## config.mk

```make
export PLATFORM = sky130hd
export DESIGN_NAME = tm_master_multislave_rob
export DESIGN_NICKNAME = d
export VERILOG_FILES = /design/src/rtl/tm_rob_pkg.sv /design/src/rtl/tm_credit_counter.sv /design/src/rtl/tm_master_multislave_rob.sv
export SDC_FILE = /design/constraint.sdc
export NUM_CORES = 1
export LEC_CHECK = 0
export CELL_PAD_IN_SITES_DETAIL_PLACEMENT = 0
export CELL_PAD_IN_SITES_GLOBAL_PLACEMENT = 1
export CORE_ASPECT_RATIO = 2
export CORE_UTILIZATION = 44
export DETAILED_ROUTE_END_ITERATION = 16
export PLACE_DENSITY_LB_ADDON = 0.1
export RECOVER_POWER = 50
export SETUP_SLACK_MARGIN = 0.1
export SKIP_CTS_REPAIR_TIMING = 1
export SYNTH_ARGS = -nofsm -noshare
export SYNTH_HDL_FRONTEND = slang
export SYNTH_HIERARCHICAL = 1
export SYNTH_SLANG_ARGS = --single-unit
```

## constraint.sdc

```tcl
create_clock -name clk -period 3.66 [get_ports clk]
set_input_delay 0.732 -clock clk [delete_from_list [all_inputs] [get_ports clk]]
set_output_delay 0.732 -clock clk [all_outputs]
set_load 0.01 [all_outputs]
```

## src/rtl/tm_rob_pkg.sv

```systemverilog
// Shared constants for the master-side credit/reorder shell.
package tm_rob_pkg;

   // Bit positions inside err_flags.
   localparam int ERR_COLLISION = 0;
   localparam int ERR_UNDERFLOW = 1;
   localparam int ERR_OVERFLOW  = 2;
   localparam int ERR_W         = 3;

   // Width of a ROB slot index; NUM_CREDITS is a power of two, at least 2.
   function automatic int slot_w(input int num_credits);
      return $clog2(num_credits);
   endfunction

endpackage

```

## src/rtl/tm_credit_counter.sv

```systemverilog
// Credit counter: gates the send handshake and flags counter misuse.
module tm_credit_counter
   import tm_rob_pkg::*;
#(
   parameter int NUM_CREDITS = 8,
   parameter int CNT_W       = slot_w(NUM_CREDITS) + 1
) (
   input  logic             clk,
   input  logic             rst,
   input  logic             send_valid_in,
   input  logic             send_ready_in,
   input  logic             deliver,
   output logic             send_ready_out,
   output logic             issue,
   output logic [CNT_W-1:0] credits_avail,
   output logic             err_underflow,
   output logic             err_overflow
);

   localparam logic [CNT_W-1:0] CNT_FULL = CNT_W'(NUM_CREDITS);
   localparam logic [CNT_W-1:0] CNT_ONE  = CNT_W'(1);

   logic [CNT_W-1:0] cnt_q, cnt_d;
   logic             under_q, under_d;
   logic             over_q, over_d;

   assign send_ready_out = (cnt_q != '0) & send_ready_in;
   assign issue          = send_valid_in & send_ready_out;
   assign credits_avail  = cnt_q;
   assign err_underflow  = under_q;
   assign err_overflow   = over_q;

   // Next counter value; an issue and a delivery in the same cycle cancel.
   always_comb begin
      // NOTE: every output of a combinational block gets a default first so no latch is inferred.
      cnt_d   = cnt_q;
      under_d = under_q;
      over_d  = over_q;
      if (issue && !deliver) begin
         if (cnt_q == '0) under_d = 1'b1;
         else             cnt_d   = cnt_q - CNT_ONE;
      end else if (deliver && !issue) begin
         if (cnt_q == CNT_FULL) over_d = 1'b1;
         else                   cnt_d  = cnt_q + CNT_ONE;
      end
   end

   // Counter and sticky error registers.
   always_ff @(posedge clk) begin
      // NOTE: sequential state uses non-blocking assignments so all flops update together at the edge.
      if (rst) begin
         cnt_q   <= CNT_FULL;
         under_q <= 1'b0;
         over_q  <= 1'b0;
      end else begin
         cnt_q   <= cnt_d;
         under_q <= under_d;
         over_q  <= over_d;
      end
   end

endmodule

```

## src/rtl/tm_master_multislave_rob.sv

```systemverilog
// Master-side shell: tags requests, holds credits, and returns out-of-order
// replies either in tag order (reorder mode) or in arrival order.
module tm_master_multislave_rob
   import tm_rob_pkg::*;
#(
   parameter int NUM_CREDITS = 8,
   parameter int WIDTH_DATA  = 36,
   parameter int WIDTH_TAG   = 8
) (
   input  logic                          clk,
   input  logic                          rst,
   input  logic                          reorder_en,
   input  logic                          send_valid_in,
   input  logic                          send_ready_in,
   output logic                          send_ready_out,
   output logic [WIDTH_TAG-1:0]          send_tag,
   input  logic                          receive_valid_in,
   input  logic [WIDTH_TAG-1:0]          receive_tag,
   input  logic [WIDTH_DATA-1:0]         receive_data_in,
   output logic                          receive_ready_out,
   output logic                          receive_valid_out,
   output logic [WIDTH_DATA-1:0]         receive_data_out,
   input  logic                          receive_ready_in,
   output logic [slot_w(NUM_CREDITS):0]  credits_avail,
   output logic [ERR_W-1:0]              err_flags
);

   localparam int SLOT_W = slot_w(NUM_CREDITS);
   localparam int CNT_W  = SLOT_W + 1;

   logic                  issue, deliver, load;
   logic                  err_underflow, err_overflow;
   logic                  mode_q, mode_d;
   logic [WIDTH_TAG-1:0]  send_tag_q, send_tag_d;
   logic [WIDTH_TAG-1:0]  head_tag_q, head_tag_d;
   logic [SLOT_W-1:0]     wr_ptr_q, wr_ptr_d;
   logic [SLOT_W-1:0]     rd_ptr_q, rd_ptr_d;
   logic [SLOT_W-1:0]     wr_slot, rd_slot;
   logic [NUM_CREDITS-1:0] rob_valid_q, rob_valid_d;
   logic [WIDTH_DATA-1:0] rob_data_q [NUM_CREDITS];
   logic                  rx_valid_q, rx_valid_d;
   logic [WIDTH_DATA-1:0] rx_data_q, rx_data_d;
   logic                  collision_q, collision_d;
   logic                  unused_tag_bits;

   tm_credit_counter #(
      .NUM_CREDITS (NUM_CREDITS),
      .CNT_W       (CNT_W)
   ) u_credit (
      .clk            (clk),
      .rst            (rst),
      .send_valid_in  (send_valid_in),
      .send_ready_in  (send_ready_in),
      .deliver        (deliver),
      .send_ready_out (send_ready_out),
      .issue          (issue),
      .credits_avail  (credits_avail),
      .err_underflow  (err_underflow),
      .err_overflow   (err_overflow)
   );

   // Credits reserve a slot for every outstanding reply, so dpkt is never stalled.
   assign receive_ready_out = 1'b1;
   assign send_tag          = send_tag_q;
   assign receive_valid_out = rx_valid_q;
   assign receive_data_out  = rx_data_q;
   assign deliver           = rx_valid_q & receive_ready_in;

   assign err_flags[ERR_COLLISION] = collision_q;
   assign err_flags[ERR_UNDERFLOW] = err_underflow;
   assign err_flags[ERR_OVERFLOW]  = err_overflow;

   // Only the low tag bits select a slot; the rest ride along for the master.
   assign unused_tag_bits = ^receive_tag;

   assign wr_slot = mode_q ? receive_tag[SLOT_W-1:0] : wr_ptr_q;
   assign rd_slot = mode_q ? head_tag_q[SLOT_W-1:0]  : rd_ptr_q;
   assign load    = rob_valid_q[rd_slot] & (~rx_valid_q | deliver);

   // Next state for tags, pointers, ROB valid bits, output register and mode.
   always_comb begin
      send_tag_d  = send_tag_q;
      head_tag_d  = head_tag_q;
      wr_ptr_d    = wr_ptr_q;
      rd_ptr_d    = rd_ptr_q;
      rob_valid_d = rob_valid_q;
      rx_valid_d  = rx_valid_q;
      rx_data_d   = rx_data_q;
      collision_d = collision_q;
      mode_d      = mode_q;

      if (issue) send_tag_d = send_tag_q + WIDTH_TAG'(1);

      // head_tag advances in both modes so it stays aligned with send_tag
      // whenever the shell goes idle and the mode may flip.
      if (load) begin
         rob_valid_d[rd_slot] = 1'b0;
         rx_valid_d           = 1'b1;
         rx_data_d            = rob_data_q[rd_slot];
         head_tag_d           = head_tag_q + WIDTH_TAG'(1);
         if (!mode_q) rd_ptr_d = rd_ptr_q + SLOT_W'(1);
      end else if (deliver) begin
         rx_valid_d = 1'b0;
      end

      // A write into the slot being drained this cycle loses nothing, so it
      // is not a collision; the new entry is read on the following cycle.
      if (receive_valid_in) begin
         if (rob_valid_q[wr_slot] && !(load && (rd_slot == wr_slot))) collision_d = 1'b1;
         rob_valid_d[wr_slot] = 1'b1;
         if (!mode_q) wr_ptr_d = wr_ptr_q + SLOT_W'(1);
      end

      if ((credits_avail == CNT_W'(NUM_CREDITS)) && !rx_valid_q) mode_d = reorder_en;
   end

   // Control state registers.
   always_ff @(posedge clk) begin
      if (rst) begin
         send_tag_q  <= '0;
         head_tag_q  <= '0;
         wr_ptr_q    <= '0;
         rd_ptr_q    <= '0;
         rob_valid_q <= '0;
         rx_valid_q  <= 1'b0;
         rx_data_q   <= '0;
         collision_q <= 1'b0;
         mode_q      <= reorder_en;
      end else begin
         send_tag_q  <= send_tag_d;
         head_tag_q  <= head_tag_d;
         wr_ptr_q    <= wr_ptr_d;
         rd_ptr_q    <= rd_ptr_d;
         rob_valid_q <= rob_valid_d;
         rx_valid_q  <= rx_valid_d;
         rx_data_q   <= rx_data_d;
         collision_q <= collision_d;
         mode_q      <= mode_d;
      end
   end

   // ROB payload storage, written on every arriving reply.
   always_ff @(posedge clk) begin
      // NOTE: payload storage has no reset; the valid bits alone say which entries are meaningful.
      if (receive_valid_in) rob_data_q[wr_slot] <= receive_data_in;
   end

endmodule

```

# Yosys cells after proc, flatten, opt, wreduce, memory -nomap -nowiden
# Memory sizes are Yosys's and may differ from the RTL's. A register that Yosys moved wholly into a read port is not among the register bits.
# Cells that the tools add are included.
dict set report totals {
  mem_bits_rw 288
  memories 1
  latch_bits 0
  wordCells 81
  input_bits 51
  register_bits 39
  rom_bits 0
  output_inout_bits 54
}
# name words word_bits rd rd_ports_with_merged_regs wr line
set memory_table {}
lappend memory_table {rob_data_q 8 36 1 1 1 tm_master_multislave_rob.sv:40} ;# logic [WIDTH_DATA-1:0] rob_data_q [NUM_CREDITS];
dict set report op_classes {
  addsub 6
  shift 0
  eq_ne 4
  n_mux 22
  n_lt_le_gt_ge 4
  reduce_logical 22
  multipliers 0
  bitwise 11
  n_div 0
}
# operator count
set ops {}
lappend ops {{adder 8 x 1 -> 8 bit, second input constant} 2}
lappend ops {{2-to-1 mux 4 bit} 4}
lappend ops {{2-to-1 mux 8 bit} 2}
lappend ops {{2-to-1 mux 1 bit} 10}
lappend ops {{bitwise AND 8 bit} 1}
lappend ops {{less-than comparator 3 x 4 -> 1 bit, second input constant} 2}
lappend ops {{NOT 8 bit} 1}
lappend ops {{OR 8 bit} 1}
lappend ops {{AND reduction 2 bit} 4}
lappend ops {{logical AND 1 bit} 7}
lappend ops {{adder 3 x 1 -> 3 bit, second input constant} 2}
lappend ops {{binary-select mux 1 bit (select 3 bit)} 2}
lappend ops {{demux 1 bit (select 3 bit)} 2}
lappend ops {{>= comparator 3 x 1 -> 1 bit, second input constant} 2}
lappend ops {{2-to-1 mux 3 bit} 2}
lappend ops {{AND reduction 3 bit} 2}
lappend ops {{nonzero test 2 bit} 3}
lappend ops {{adder 4 x 1 -> 4 bit, second input constant} 1}
lappend ops {{bitwise AND 1 bit} 4}
lappend ops {{== test 4 bit, second input constant} 1}
lappend ops {{zero test 1 bit} 4}
lappend ops {{zero test 4 bit} 1}
lappend ops {{nonzero test 4 bit} 1}
lappend ops {{subtractor 4 x 1 -> 4 bit, second input constant} 1}
lappend ops {{5 further kinds} 7}

# Logic depth before layout (Yosys ltp)
dict set report logic_depth {
  depth_word 10
  mapped_depth 10
  ltp_nobuf 10
}

# By module
# The synthesis kept the hierarchy.
# mod cells_per_inst seq_area_each_um2 area_per_inst_um2 instances
set modules_own_cells {}
lappend modules_own_cells {tm_master_multislave_rob 934 9939.5 13664.4 1}
lappend modules_own_cells {tm_credit_counter 45 120.1 400.4 1}

# Worst setup path after synthesis
# OpenSTA, ideal clock, no wires.
dict set report synth_path {
  path_type {flip-flop to flip-flop}
  from {register mode_q}
  to {memory rob_data_q[2][0], enable pin}
  required_ns 3.225
  arrival_ns 3.034
  n_path_buf 4
  path_slack_ns 0.191
  stages_incl_launch_ff 7
  setup_ns 0.435
  period_less_slack_ns 3.469
  path_cell_list {edfxtp_1 > buf_6 > buf_6 > buf_2 > buf_1 > o32ai_1 > nor2b_1}
}
dict set report synth_via {
  elab_chain_cells 1
}
# element line
set synth_lines {}
lappend synth_lines {{start, declared} tm_master_multislave_rob.sv:33} ;# logic mode_q, mode_d;
lappend synth_lines {{start signal, assigned} tm_master_multislave_rob.sv:128} ;# mode_q <= reorder_en;
lappend synth_lines {{start signal, assigned} tm_master_multislave_rob.sv:138} ;# mode_q <= mode_d;
lappend synth_lines {{2-to-1 mux 3 bit} tm_master_multislave_rob.sv:76} ;# assign wr_slot = mode_q ? receive_tag[SLOT_W-1:0] : wr_ptr_q;
lappend synth_lines {{end, declared} tm_master_multislave_rob.sv:40}
# No other way between the ends.

# Final worst setup path
dict set report layout_path {
  from {register mode_q}
  to {register rx_data_q[24], in the netlist receive_data_out[24], read port of rob_data_q}
}
dict set report layout_via {
  elab_chain_cells 4
}
# element line
set layout_lines {}
lappend layout_lines {{2-to-1 mux 3 bit *} tm_master_multislave_rob.sv:77} ;# assign rd_slot = mode_q ? head_tag_q[SLOT_W-1:0] : rd_ptr_q;
lappend layout_lines {{binary-select mux 1 bit (select 3 bit)} tm_master_multislave_rob.sv:78} ;# assign load = rob_valid_q[rd_slot] & (~rx_valid_q | deliver);
lappend layout_lines {{2-to-1 mux 1 bit (not written as such)} tm_master_multislave_rob.sv:78}
lappend layout_lines {{bitwise AND 1 bit} tm_master_multislave_rob.sv:78}
lappend layout_lines {{end, declared} tm_master_multislave_rob.sv:42} ;# logic [WIDTH_DATA-1:0] rx_data_q, rx_data_d;
# Mark *: on every way between the ends. The rest lies on a longest branch, timed or not. The select of a mux whose other input is x is not followed.
# A chain may end at the register's enable or synchronous reset.

==> results.toml <==
[drt]
firstDrtPassIters = 7
dr_total_vias = 8867
wl_per_cell_um = 24.1
postRouteAntennaNets = 0
viasPerCell = 5.74
finalWirelength_mm = 37.3
drtIter0Drc = 535
drt_drc_violations_left = 0

[grt]
grt_max_degree = 61
grt_pass1_wl_mm = 56.1
grt_pass1_vias = 8948
overflow = 0
globalRouteTotalUtil_pct = 23.8
grt_antenna_before_repair = 2

[worst_hold_path]
whs_path_depth = 2
hp-class = "reg2reg"
hold_start = "receive_data_out[17]$_SDFFE_PP0N_"

[sta]
finalHoldViolations = 0
setup_ws_ps = 458
fmax_mhz = 312
fin_hold_ws_ps = 449
rsz0062_at_grt = "false"
fin_crit_ps = 3200
finalSetupViolations = 0
slew_headroom_pct = 37.8
slew_viol_final = 0
worst-slew-pin-transition_ps = 933
tns_ps = 0
clock_skew_ps = 12.4
fin_crit_sh_pct = 87.5

[logic_synthesis]
synth_fp_nets = 1039
synth_area_mm2 = 0.0141
ys_types = 74
synthArstFlopShare_pct = 0
synthCells = 979
netlist_top_cells_area = "edfxtp_1 (62%), dfxtp_1 (9.8%), nand2_1 (2.0%)"
synth_top_area_share_pct = 61.7
yosys.area.top_type = "edfxtp_1"
yosys-top-cells-count = "edfxtp_1 (289), nand2_1 (75), nor2_1 (72)"
synth-edff-count = 289
synth_area_per_cell_um2 = 14.4
synth_ff_type = "edfxtp_1"
yosys_warnings = 6
seq_area_frac_synth_pct = 71.5
synth.most_common_cell = "edfxtp_1"
ys_ff_latch = 358

[final_layout]
diodes = 0
design_area_mm2 = 0.0168
multi_input_area_mm2 = 0.00371
regArea_mm2 = 0.0101
final_nets = 1158
fill_cells = 2748
area_growth_pct = 19.6
layout-drive-gt1-share_pct = 11.7

[power_and_ir_drop]
p_comb_share_pct = 10.5
vdd_ir_drop_max_v = 0.000434
powerDensity_mw_per_mm2 = 527
p_clk_share_pct = 37.0
switching_share_pct = 23.5
p_switching_uw = 2080
p_seq_share_pct = 52.5
p_int_uw = 6790
leakagePower_uw = 0.00572

[place]
pre_cts_slack_ps = 666
gp_congestion = 0.733
place_area_mm2 = 0.0158
io_buffers = 98
dp_hpwl_mm = 22.6

[cts]
cts_root_buffer = "clkbuf_16"
cts_buffer_depth = 3
clk_pin_slew_ps = 60
cts_tree = "yes"
h-tree-depth = 2
clock-sinks = 358
cts_buffers = 34
clk_latency_ps = 520

[critical_path]
setup.worst_path.end_class = "flop"
rr_startpoint = "mode_q$_DFFE_PP_"
startpoint = "mode_q$_DFFE_PP_"
worstPathMaxFanout = 17
arrival_ps = 3570
critPathLaunchType = "flop"
critical_path_required_ps = 4030
critical_path_class = "reg2reg"
rr_worst_depth = 7

[floorplanning]
rows = 92
io_pins = 105
die-area_mm2 = 0.0327
core_mm2 = 0.0315
start_util_pct = 44.6
die-height_um = 255
fp.dieW_um = 128

[run]
maxCapViolCount = 0

[outcome]
run_status = "completed"
## power by group through the flow
stage / sequential (uW) / combinational [uW] / clock, uW
after floorplan: 4750 / 501 / 0
final: 4660 / 934 / 3280
after CTS: 4660 / 980 / 3350
after detailed placement: 4750 / 978 / 0
after global placement: 4740 / 969 / 0
after global routing: 4670 / 1020 / 3510
## layer usage
layer	routed length [um]	vias up	part of all wire (%)	track usage [%]
met5	0	-	0	0
li1	-	4049	-	-
met4	1210	0	3.2	8.74
met3	1490	71	4.0	2.74
met1	14400	4511	38	27.6
met2	20200	236	54	44.3
## sequential cells by signal, indices dropped and copies added, names as in the netlist
signal	cells
rd_ptr_q	3
u_credit/credits_avail	4
u_credit/err_underflow	1
head_tag_q	3
receive_valid_out	1
collision_q	1
receive_data_out	36
u_credit/err_overflow	1
wr_ptr_q	3
send_tag	8
mode_q	1
rob_valid_q	8
rob_data_q	288
## area by class of cell
class,count,share of cell area [%]
Clock buffer,50,5.78
Clock inverter,9,0.283
Inverter,14,0.312
Multi-Input combinational cell,544,22.0
Sequential cell,358,59.8
Tap cell,423,3.15
Timing Repair Buffer,146,8.64
## final timing paths
check | slack, ps | endpoint
setup / recovery | 460 | receive_data_out[24]$_SDFFE_PP0N_
setup reg to reg | 460 | receive_data_out[24]$_SDFFE_PP0N_
hold / removal | 450 | receive_data_out[17]$_SDFFE_PP0N_
hold reg to reg | 450 | receive_data_out[17]$_SDFFE_PP0N_
## placed cells by master, fill, tap and decap left out, types with 6 or more instances in the layout
| cell type | n |
|---|---|
| a311oi_1 | 6 |
| clkdlybuf4s50_1 | 14 |
| nor2_1 | 67 |
| buf_12 | 10 |
| or3_1 | 6 |
| dfxtp_1 | 69 |
| dlygate4sd3_1 | 83 |
| a221oi_1 | 22 |
| and3_1 | 7 |
| a222oi_1 | 15 |
| a32oi_1 | 6 |
| xor2_1 | 7 |
| clkbuf_1 | 13 |
| mux2_2 | 18 |
| mux2i_1 | 26 |
| inv_1 | 14 |
| a22oi_1 | 34 |
| nand2_1 | 75 |
| o21ai_0 | 18 |
| xnor2_1 | 7 |
| a21boi_0 | 8 |
| ha_1 | 8 |
| clkbuf_16 | 35 |
| a22o_1 | 11 |
| nor3_1 | 22 |
| nor2_4 | 6 |
| a31oi_1 | 6 |
| o21a_1 | 9 |
| edfxtp_1 | 289 |
| a2111oi_0 | 7 |
| buf_4 | 36 |
| a211oi_1 | 13 |
| nand3_1 | 14 |
| a21oi_1 | 51 |
## logic make-up after synthesis
family	Yosys count	share of synthesized area, %
flops	358	71.5
compound gates	240	12.6
simple gates	230	7.54
buf+inv	77	2.56
mux	50	3.98
xor+xnor	14	0.872
fa+ha+maj	9	0.854
other cells	1	0.0267
## stage by stage
step	total power [uW]	cells	util [%]
after CTS	8990	1544	53.4
after floorplan	5250	979	-
after detailed placement	5730	1485	50.2
after global routing	9200	1544	53.3
after global placement	5710	1485	50.2
final	8870	1544	53.3
## critical path: stages (launching register included)
cell,delay (ps)
edfxtp_1,710
mux2_1,600
mux2i_1,190
o22a_1,300
a21bo_1,400
buf_12,240
a2111oi_0,510
nor3_1,90
No activity file was read; power rests on OpenSTA's default activity.
